**config.mk**
```make
export PLATFORM = sky130hd
export DESIGN_NAME = pwm_voice_scheduler_flat
export DESIGN_NICKNAME = d
export VERILOG_FILES = /design/src/rtl/pwm_voice_scheduler_if.sv /design/src/rtl/pwm_voice_scheduler.sv /design/src/flat_wrapper.sv
export SDC_FILE = /design/constraint.sdc
export NUM_CORES = 1
export LEC_CHECK = 0
export CAP_MARGIN = 20
export CORE_MARGIN = 8
export CORE_UTILIZATION = 44
export CTS_CLUSTER_DIAMETER = 60
export DETAILED_ROUTE_END_ITERATION = 10
export PLACE_DENSITY = 0.79
export REMOVE_ABC_BUFFERS = 1
export SETUP_SLACK_MARGIN = 0.1
export SYNTH_ARGS = -nofsm -noshare
export SYNTH_HDL_FRONTEND = slang
export SYNTH_SLANG_ARGS = --single-unit
```
**constraint.sdc**
```tcl
create_clock -name clk -period 2.3 [get_ports clk]
set_input_delay 0.345 -clock clk [delete_from_list [all_inputs] [get_ports clk]]
set_output_delay 0.345 -clock clk [all_outputs]
set_load 0.03 [all_outputs]
```
**src/rtl/pwm_voice_scheduler_if.sv**
```systemverilog
// Voice-side bus of the PWM voice scheduler: requests and amplitudes in, grant and PWM duty/status out.
// The master modport is the tone-voice side; the slave modport is the scheduler.
interface pwm_voice_scheduler_if #(
  parameter int NUM_VOICES = 4
);
  localparam int VW = $clog2(NUM_VOICES);

  logic [NUM_VOICES-1:0]   req;
  logic [NUM_VOICES*8-1:0] amp;
  logic [NUM_VOICES-1:0]   grant;
  logic [7:0]              duty_cycle;
  logic                    period_start;
  logic [VW-1:0]           active_voice;
  logic                    busy;

  modport master (
    output req, amp,
    input  grant, duty_cycle, period_start, active_voice, busy
  );

  modport slave (
    input  req, amp,
    output grant, duty_cycle, period_start, active_voice, busy
  );
endinterface

```
**src/rtl/pwm_voice_scheduler.sv**
```systemverilog
// Round-robin time-sharing of one 8-bit PWM stage among NUM_VOICES voices, switching only at period boundaries.
// Optional macro PWMSCHED_PRIO0_EN: voice 0 preempts any slot at a boundary without moving the RR pointer.
module pwm_voice_scheduler #(
  parameter int NUM_VOICES   = 4,
  parameter int SLOT_PERIODS = 1
) (
  input  logic                  clk,
  input  logic                  rst,
  pwm_voice_scheduler_if.slave  bus
);
  localparam int VW = $clog2(NUM_VOICES);

  typedef enum logic {IDLE, HOLD} state_t;

  state_t                state;
  logic [7:0]            per;
  logic [3:0]            slot_cnt;
  logic [VW-1:0]         last_q;
  logic [NUM_VOICES-1:0] grant_q;
  logic [7:0]            duty_q;
  logic                  period_start_q;
  logic [VW-1:0]         active_q;
  logic                  busy_q;

  logic                  boundary;
  logic                  slot_end;
  logic                  any_req;
  logic                  prio_hit;
  logic [VW-1:0]         cand;
  logic [VW-1:0]         win_idx;
  logic [7:0]            win_amp;

  assign boundary = (per == 8'hFF);
  assign slot_end = (state == HOLD) && (slot_cnt == 4'(SLOT_PERIODS - 1));

  // Winner search starts one past the last RR grant and wraps.
  always_comb begin
    // NOTE: every combinational output gets a default first so no path leaves it unassigned (no latch).
    any_req = 1'b0;
    win_idx = '0;
    cand    = '0;
    for (int i = 1; i <= NUM_VOICES; i++) begin
      cand = VW'((int'(last_q) + i) % NUM_VOICES);
      if (!any_req && bus.req[cand]) begin
        any_req = 1'b1;
        win_idx = cand;
      end
    end
`ifdef PWMSCHED_PRIO0_EN
    prio_hit = bus.req[0];
    if (prio_hit) win_idx = '0;
`else
    prio_hit = 1'b0;
`endif
    // Only the winner's amplitude slice is muxed, so X on other voices cannot leak.
    win_amp = '0;
    for (int i = 0; i < NUM_VOICES; i++) begin
      if (win_idx == VW'(i)) win_amp = bus.amp[i*8 +: 8];
    end
  end

  // NOTE: all state here uses non-blocking assignments so every register samples pre-edge values.
  always_ff @(posedge clk) begin
    if (rst) begin
      state          <= IDLE;
      per            <= '0;
      slot_cnt       <= '0;
      last_q         <= VW'(NUM_VOICES - 1);
      grant_q        <= '0;
      duty_q         <= '0;
      period_start_q <= 1'b0;
      active_q       <= '0;
      busy_q         <= 1'b0;
    end else begin
      per            <= per + 8'd1;
      period_start_q <= boundary;
      grant_q        <= '0;
      if (boundary) begin
        if (prio_hit || (any_req && (state == IDLE || slot_end))) begin
          state            <= HOLD;
          duty_q           <= win_amp;
          grant_q[win_idx] <= 1'b1;
          active_q         <= win_idx;
          busy_q           <= 1'b1;
          slot_cnt         <= '0;
          if (!prio_hit) last_q <= win_idx;
        end else if (state == HOLD && !slot_end) begin
          slot_cnt <= slot_cnt + 4'd1;
        end else begin
          state  <= IDLE;
          duty_q <= '0;
          busy_q <= 1'b0;
        end
      end
    end
  end

  assign bus.grant        = grant_q;
  assign bus.duty_cycle   = duty_q;
  assign bus.period_start = period_start_q;
  assign bus.active_voice = active_q;
  assign bus.busy         = busy_q;
endmodule

```
**src/flat_wrapper.sv**
```systemverilog
// flat-port wrapper written by rule: the top's interface ports become plain ports
module pwm_voice_scheduler_flat 
#(
  parameter int NUM_VOICES   = 4,
  parameter int SLOT_PERIODS = 1
)
  (clk, rst, bus_req, bus_amp, bus_grant, bus_duty_cycle, bus_period_start, bus_active_voice, bus_busy);
  pwm_voice_scheduler_if #(.NUM_VOICES(NUM_VOICES)) bus_i ();
  input  logic clk;
  input  logic rst;
  input wire logic [$bits(bus_i.req)-1:0] bus_req;
  input wire logic [$bits(bus_i.amp)-1:0] bus_amp;
  output wire logic [$bits(bus_i.grant)-1:0] bus_grant;
  output wire logic [$bits(bus_i.duty_cycle)-1:0] bus_duty_cycle;
  output wire logic [$bits(bus_i.period_start)-1:0] bus_period_start;
  output wire logic [$bits(bus_i.active_voice)-1:0] bus_active_voice;
  output wire logic [$bits(bus_i.busy)-1:0] bus_busy;
  assign bus_i.req = bus_req;
  assign bus_i.amp = bus_amp;
  assign bus_grant = bus_i.grant;
  assign bus_duty_cycle = bus_i.duty_cycle;
  assign bus_period_start = bus_i.period_start;
  assign bus_active_voice = bus_i.active_voice;
  assign bus_busy = bus_i.busy;
  pwm_voice_scheduler #(.NUM_VOICES(NUM_VOICES), .SLOT_PERIODS(SLOT_PERIODS)) u_core (.clk(clk), .rst(rst), .bus(bus_i));
endmodule
```
After elaboration in Yosys (flattened, before gate mapping)
Index checks and enable logic that the tools add are counted.

storage, ports and cells
  logic and storage cells = 75
  bits in registers = 30
  input bits = 38
  output and inout bits = 16

cells by class
  multiplexer cells = 28
  bitwise logic cells = 3
  order comparisons = 6
  equal/unequal tests = 5
  reductions and logical operators = 19
  $add $sub $neg = 6

operators with widths
  cell                                                                                 count
  8-bit 2-to-1 mux                                                                     6
  2-bit by 3-bit less-than comparator with 1-bit output, second input constant         5
  1-bit 2-to-1 mux                                                                     11
  8-bit by 1-bit adder with 8-bit output, second input constant                        1
  1-bit binary-select mux with 2-bit select                                            4
  8-bit == test, second input constant                                                 1
  2-bit 2-to-1 mux                                                                     4
  4-bit 2-to-1 mux                                                                     2
  1-bit logical AND                                                                    7
  2-bit AND reduction                                                                  3
  2-bit by 1-bit adder with 2-bit output, second input constant                        2
  2-bit adder, second input constant                                                   2
  4-bit by 1-bit adder with 4-bit output, second input constant                        1
  2-bit == test, second input constant                                                 2
  1-bit logical NOT                                                                    4
  4-bit logical NOT                                                                    1
  1-bit inverter                                                                       3
  3-bit OR reduction                                                                   1
  1-bit demux with 2-bit select                                                        1
  2-bit by 1-bit == test with 1-bit output, second input constant                      1
  2-bit by 1-bit greater-or-equal comparator with 1-bit output, second input constant  1
  2-bit logical NOT                                                                    1
  2-bit by 1-bit != test with 1-bit output, second input constant                      1
  2-bit nonzero test                                                                   1
  1-bit logical OR                                                                     1

Depth between registers and ports, before layout
Gate-level depths: netlist of the first run.

  word-level depth = 19
  mapped depth = 8
  mapped depth without buffers = 7

Worst setup path after synthesis of the first run
No wires, ideal clock.

  kind = reg2reg
  start = register u_core.last_q[1]
  end = register u_core.duty_q[0], in the netlist u_core.bus.duty_cycle[0]
  clock period less this slack = 1.764 ns
  cell stages (with the launch flop) = 7
  path slack = 0.536 ns
  data required time = 2.178 ns
  arrival = 1.642 ns
  buffers on the path = 1
  library setup time = 0.122 ns
  cells stage by stage = dfxtp_1 > buf_6 > mux2i_1 > o21ai_4 > nor2_8 > mux2_4 > a221o_1

on the way
  longest elaborated chain between the ends = 19
  elaborated cells on any way between the ends = 38
  those cells by class = 4 x add/sub; 4 x eq/ne; 21 x mux; 9 x reduce/logical

ends and longest elaborated chain
  what                                       line                       text
  start, declared                            pwm_voice_scheduler.sv:18  logic [VW-1:0] last_q;
  start signal, assigned                     pwm_voice_scheduler.sv:68  last_q <= VW'(NUM_VOICES - 1);
  start signal, assigned                     pwm_voice_scheduler.sv:86  if (!prio_hit) last_q <= win_idx;
  2-bit by 1-bit adder with 2-bit output     pwm_voice_scheduler.sv:43  cand = VW'((int'(last_q) + i) % NUM_VOICES);
  1-bit binary-select mux with 2-bit select  pwm_voice_scheduler.sv:44  if (!any_req && bus.req[cand]) begin
  1-bit 2-to-1 mux (implied by the code)     pwm_voice_scheduler.sv:44
  1-bit 2-to-1 mux                           pwm_voice_scheduler.sv:44
  1-bit logical NOT                          pwm_voice_scheduler.sv:44
  1-bit logical AND                          pwm_voice_scheduler.sv:44
  1-bit 2-to-1 mux                           pwm_voice_scheduler.sv:44
  1-bit logical NOT                          pwm_voice_scheduler.sv:44
  1-bit logical AND                          pwm_voice_scheduler.sv:44
  1-bit 2-to-1 mux                           pwm_voice_scheduler.sv:44
  1-bit logical NOT                          pwm_voice_scheduler.sv:44
  1-bit logical AND                          pwm_voice_scheduler.sv:44
  2-bit 2-to-1 mux                           pwm_voice_scheduler.sv:44
  2-bit logical NOT                          pwm_voice_scheduler.sv:58  if (win_idx == VW'(i)) win_amp = bus.amp[i*8 +: 8];
  8-bit 2-to-1 mux (4 in a row)              pwm_voice_scheduler.sv:58
  8-bit 2-to-1 mux                           pwm_voice_scheduler.sv:79  if (prio_hit || (any_req && (state == IDLE || slot_end))) begin
  end signal, assigned                       pwm_voice_scheduler.sv:81  duty_q <= win_amp;
  end, declared                              pwm_voice_scheduler.sv:20  logic [7:0] duty_q;

Parallel ways exist; a longest one is shown, timed or not. The select of a mux whose other input is x is not followed.
A chain may end at the register's enable or synchronous reset.

Final worst setup path of the first run
  start = register u_core.last_q[1]
  end = register u_core.duty_q[6], in the netlist u_core.bus.duty_cycle[6]

The elaborated chain is that of the path after synthesis.

==> metrics, run 1 <==
status completed; via count 1458; Comb pwr share 0.157; DRT iter0 DRCs 84; post_cts resized 0; clock network fraction of design power 0.329; internal power between 700 and 800 uW; Die ar. 0.00560 mm^2; worst vdd ir about 0.32 mV; Worst setup SP type flip-flop; Arr. time, crit path around 2.2 ns; Worst Path Max Fanout 9; Yosys top cell area share 0.394; pwr dens 471 mW/mm^2; CORE AREA around 0.0033 mm^2; Clk pin slew, worst setup/hold paths around 0.10 ns; Final HPWL DP approximately 3.4 mm; mean post-synth cell area around 9 um^2; Die H between 70 and 80 um; Slew Limit Fails 0; Non-Filler Instances about 270; hold violation count in the final report 0; Layout Nets 266; largest net degree at the start of global routing 20; PortBufs 53; Routed WL 4.25 mm; Area Growth Syn to Fin 43.2%; Die W approximately 75 um; register area share after synthesis 0.394; global-route usage over all layers 0.156; Post-CTS Setup Inserts 0; first-pass GRT wire length approximately 6.7 mm; Hold Path Class reg -> reg; CTS sink cnt 30; cell area after layout 0.00218 mm^2; initial antenna violation count 0; fmax 497 MHz; dominant cell type by area after synthesis dfxtp_1; hold_buf cts 0; top post-synthesis cells by area dfxtp_1 (39%), mux2_4 (6.9%), a221o_1 (5.3%); Avg WL per Cell between 15 and 20 um; Post-DP Area 0.00212 mm^2; post-synthesis cell count 165; # H-tree levels 2; I/O pin count 54; unrepaired setup endpoints after global routing no; layout cells sized above 1 0.124; # DRC 0; Worst Setup End Kind flip-flop; Max Cap Viol 0; vias in the first global route between 1k and 1.5k; sw frac 0.248; Clock Path Buffers 2; Required @ worst endpoint about 2.5 ns; fin worst setup slack between 0.2 and 0.3 ns; Reg area between 600 and 700 um^2; routability cong. a little under 0.8; # fillers about 320; Netlist cell types 42; mapped cell area between 0.0015 and 0.002 mm^2; # diodes 0; Worst-Margin Slew slightly below 0.7 ns; final setup fails 0; remaining antenna violation count 0; Sequential Power Share 0.514; CTS tree done; placed insts approximately 260; via-per-instance ratio 5.36; Leak 0.856 nW; R2R depth 5; worst skew pair latency about 0.34 ns; gr ovfl total 0; total of warnings raised by yosys 0; Setup WS pre-CTS -0.0109 ns; num rows 21; Hold Crit Depth 1; DRT Pass-1 Iters 4; Initial Util 0.457; minimum clock period just over 2 ns; master cell of the clock root buffer clkbuf_4; post-route setup TNS 0 ns; P_sw around 260 uW; WS Path Type reg -> reg; slew margin rel. 0.537; number of buffers created by CTS 5; Final period util 0.875; register bit total from synthesis 30; clk_skew approximately 0.0075 ns; multi-input logic area about 900 um^2
==> sequential cells by signal, indices dropped and copies added, names as in the netlist <==
name / cells
u_core.per: 8
u_core.bus.active_voice: 2
u_core.last_q: 2
u_core.bus.period_start: 1
u_core.bus.busy: 1
u_core.bus.grant: 4
u_core.slot_cnt: 4
u_core.bus.duty_cycle: 8
==> critical path, stage by stage (launching register included) <==
cell	delay (ns)
dfxtp_1	0.49
mux2i_1	0.41
o21ai_4	0.12
nor2_8	0.23
mux2_1	0.35
a221o_1	0.30
==> cell usage after synthesis, drive strengths merged <==
cell type	n
o21ai	11
a21o	1
nor2b	3
nor3	7
xnor2	3
dfxtp	30
nand3	13
a221o	8
o211ai	2
or3	1
mux2i	1
nand3b	2
mux2	8
and3	4
clkbuf	1
a21oi	15
nor2	18
buf	5
o21a	1
o21ba	1
ha	3
o21bai	2
a32oi	1
nand2b	2
nand2	8
or3b	1
xor2	4
or2b	1
inv	2
and2	2
a21boi	1
a31oi	1
nand4	2
==> power groups by stage <==
stage	Combinational (mW)	Clock [mW]	Sequential, mW
2_1_floorplan	0.0713	0	0.539
3_3_place_gp	0.155	0	0.539
3_5_place_dp	0.161	0	0.540
4_1_cts	0.162	0.346	0.528
5_1_grt	0.175	0.376	0.529
6_report	0.162	0.338	0.528
==> cell families after synthesis <==
group,Yosys count,synth area share
compound gates,44,0.199
simple gates,64,0.229
buf+inv,8,0.0304
flops,30,0.394
fa+ha+maj,3,0.0246
xor+xnor,7,0.0402
mux,9,0.0829
==> routing by layer <==
metal | global-route usage | share of wire | up-vias
met1 | 0.176 | 0.39 | 689
met4 | 0.0804 | 0.026 | 0
li1 | - | - | 721
met3 | 0.0479 | 0.047 | 10
met5 | 0 | 0 | -
met2 | 0.256 | 0.53 | 38
==> final timing paths <==
| path | slack, ns | startpoint | end |
|---|---|---|---|
| setup / recovery | 0.29 | u_core.last_q[1] | u_core.bus.duty_cycle[6] |
| hold / removal | 0.47 | u_core.per[0] | u_core.per[0] |
| setup reg to reg | 0.29 | u_core.last_q[1] | u_core.bus.duty_cycle[6] |
| hold reg to reg | 0.47 | u_core.per[0] | u_core.per[0] |
==> cells in the final DEF (no fill, tap or decap), types with 5 or more instances in the layout <==
master / instances
a221o_1: 8
clkbuf_4: 5
a21oi_1: 15
buf_4: 6
dfxtp_1: 30
mux2_4: 7
nor2_1: 16
o21ai_0: 10
nor3_1: 7
clkdlybuf4s50_1: 53
nand2_1: 8
nand3_1: 13
==> through the flow <==
step,utilization,hold slack (ns),power (mW)
2_1_floorplan,-,0.412,0.610
3_3_place_gp,0.635,0.441,0.694
3_5_place_dp,0.635,0.446,0.701
4_1_cts,0.654,0.468,1.04
5_1_grt,0.654,0.496,1.08
6_report,0.654,0.466,1.03
==> cell type report <==
cell class              instances  area share
clock inverters                 2     0.00573
flip-flops and latches         30       0.275
multi-input cells             127       0.402
well taps                      46      0.0264
inverters                       2     0.00344
repair buffers                 59       0.264
clock buffers                   6      0.0235
Note: power is estimated with default switching activity, not from simulation.
==> run 2: changes to the inputs <==
--- a/config.mk
+++ b/config.mk
@@ -6,6 +6,7 @@
 export NUM_CORES = 1
 export LEC_CHECK = 0
 export CAP_MARGIN = 20
+export CORE_ASPECT_RATIO = 1.1
 export CORE_MARGIN = 8
 export CORE_UTILIZATION = 44
 export CTS_CLUSTER_DIAMETER = 60
==> metrics, run 2 (synthesis gave the netlist of run 1 again) <==
gr ovfl total 0; commonest cells after routing, fill and taps aside clkdlybuf4s50_1 (53), dfxtp_1 (30), nor2_1 (16), a21oi_1 (15), nand3_1 (13); initial antenna violation count 0; fmax approximately 500 MHz; global-route usage over all layers 0.151; Hold Path Class reg -> reg; Util after Layout 0.655; master cell of the clock root buffer clkbuf_4; Area Growth Syn to Fin 43.1%; hold_buf cts 0; WS Path Type reg -> reg; num rows 22; Initial Util 0.458; DRT Pass-1 Iters 5; Setup WS pre-CTS 0.0307 ns; Slew Limit Fails 0; Non-Filler Instances about 270; Max Cap Viol 0; pwr dens between 400 and 500 mW/mm^2; placed insts about 270; DRT iter0 DRCs around 120; Clock Path Buffers 2; Post-CTS Setup Inserts 0; Die W between 70 and 80 um; Clk pin slew, worst setup/hold paths 0.10 ns; Required @ worst endpoint 2.52 ns; routability cong. 0.807; status completed; PortBufs 53; worst r2r src u_core.last_q[1]; # H-tree levels 2; via count approximately 1.5k; Final HPWL DP around 3.2 mm; fin worst setup slack about 0.32 ns; Avg WL per Cell 14.8 um; Layout Nets about 270; worst skew pair latency between 0.3 and 0.4 ns; Crit-path slowest cell dfxtp_1; minimum clock period between 1.5 and 2 ns; worst setup path start u_core.last_q[1]; # fillers ~260; Reg area ~600 um^2; Worst Path Max Fanout 9; Routed WL roughly 4.1 mm; hold violation count in the final report 0; Die ar. between 0.005 and 0.006 mm^2; vias in the first global route 1553; CTS tree done; I/O pin count 54; # DRC 0; Arr. time, crit path around 2.2 ns; slew margin rel. 0.531; worst hold start u_core.per[0]; CTS sink cnt 30; layout cells sized above 1 0.119; final setup fails 0; most common cell after layout, fill and taps aside clkdlybuf4s50_1; via-per-instance ratio around 5.4; crit-path max cell delay 0.50 ns; unrepaired setup endpoints after global routing no; clk_skew 0.00662 ns; Leak roughly 0.86 nW; # diodes 0; post_cts resized 0; multi-input logic area 877 um^2; Worst setup SP type flip-flop; Final period util 0.862; Worst-Margin Slew approximately 0.70 ns; Die H roughly 78 um; worst vdd ir approximately 0.24 mV; largest net degree at the start of global routing 20; crit-path cells mux2i_1 -> o21ai_4 -> nor2_8 -> mux2_4 -> a221o_1; hold slack about 0.47 ns; number of buffers created by CTS 5; remaining antenna violation count 0; first-pass GRT wire length 6.84 mm; post-route setup TNS 0 ns; Worst Setup End Kind flip-flop; CORE AREA 0.00333 mm^2
## run 2: cell count changes in the layout (fill, tap and decap cells not counted)
cell        change
clkinvlp_4      -1
clkbuf_1        +1
## run 2: layout make-up
type / count / share of cell area
clock inverters: 1 / 0.00229
clock buffers: 7 / 0.0252
repair buffers: 59 / 0.264
flip-flops and latches: 30 / 0.275
inverters: 2 / 0.00344
multi-input cells: 127 / 0.402
well taps: 48 / 0.0275
## run 2: worst paths after layout
kind | end | cells past startpoint | slack, ns
worst max register to register | u_core.bus.duty_cycle[4] | 5 | 0.32
worst max-delay path | u_core.bus.duty_cycle[4] | 5 | 0.32
worst min register to register | u_core.per[0] | 1 | 0.47
worst min-delay path | u_core.per[0] | 1 | 0.47
## run 2: critical path: cells and delay by family (launching register included)
family	cells	cell delay [ns]
flops	1	0.50
mux	2	0.70
compound gates	2	0.43
simple gates	1	0.24
## run 2: where the power goes
group	internal [mW]	total, mW	switching [mW]
combinational	0.101	0.163	0.0614
sequential	0.523	0.528	0.00411
clock	0.148	0.326	0.178
## run 2: stage by stage
stage | power, mW | instance area, um^2
after floorplan | 0.610 | 1490
after global placement | 0.697 | 2120
after detailed placement | 0.702 | 2120
after CTS | 1.03 | 2180
after global routing | 1.06 | 2180
final | 1.02 | 2180
## run 2: per-layer routing
layer / global-route usage / up-vias / routed length (um)
met5: 0 / - / 0
met4: 0.0654 / 0 / 35
met3: 0.0887 / 4 / 496
met2: 0.242 / 69 / 1850
met1: 0.156 / 675 / 1670
li1: - / 718 / -
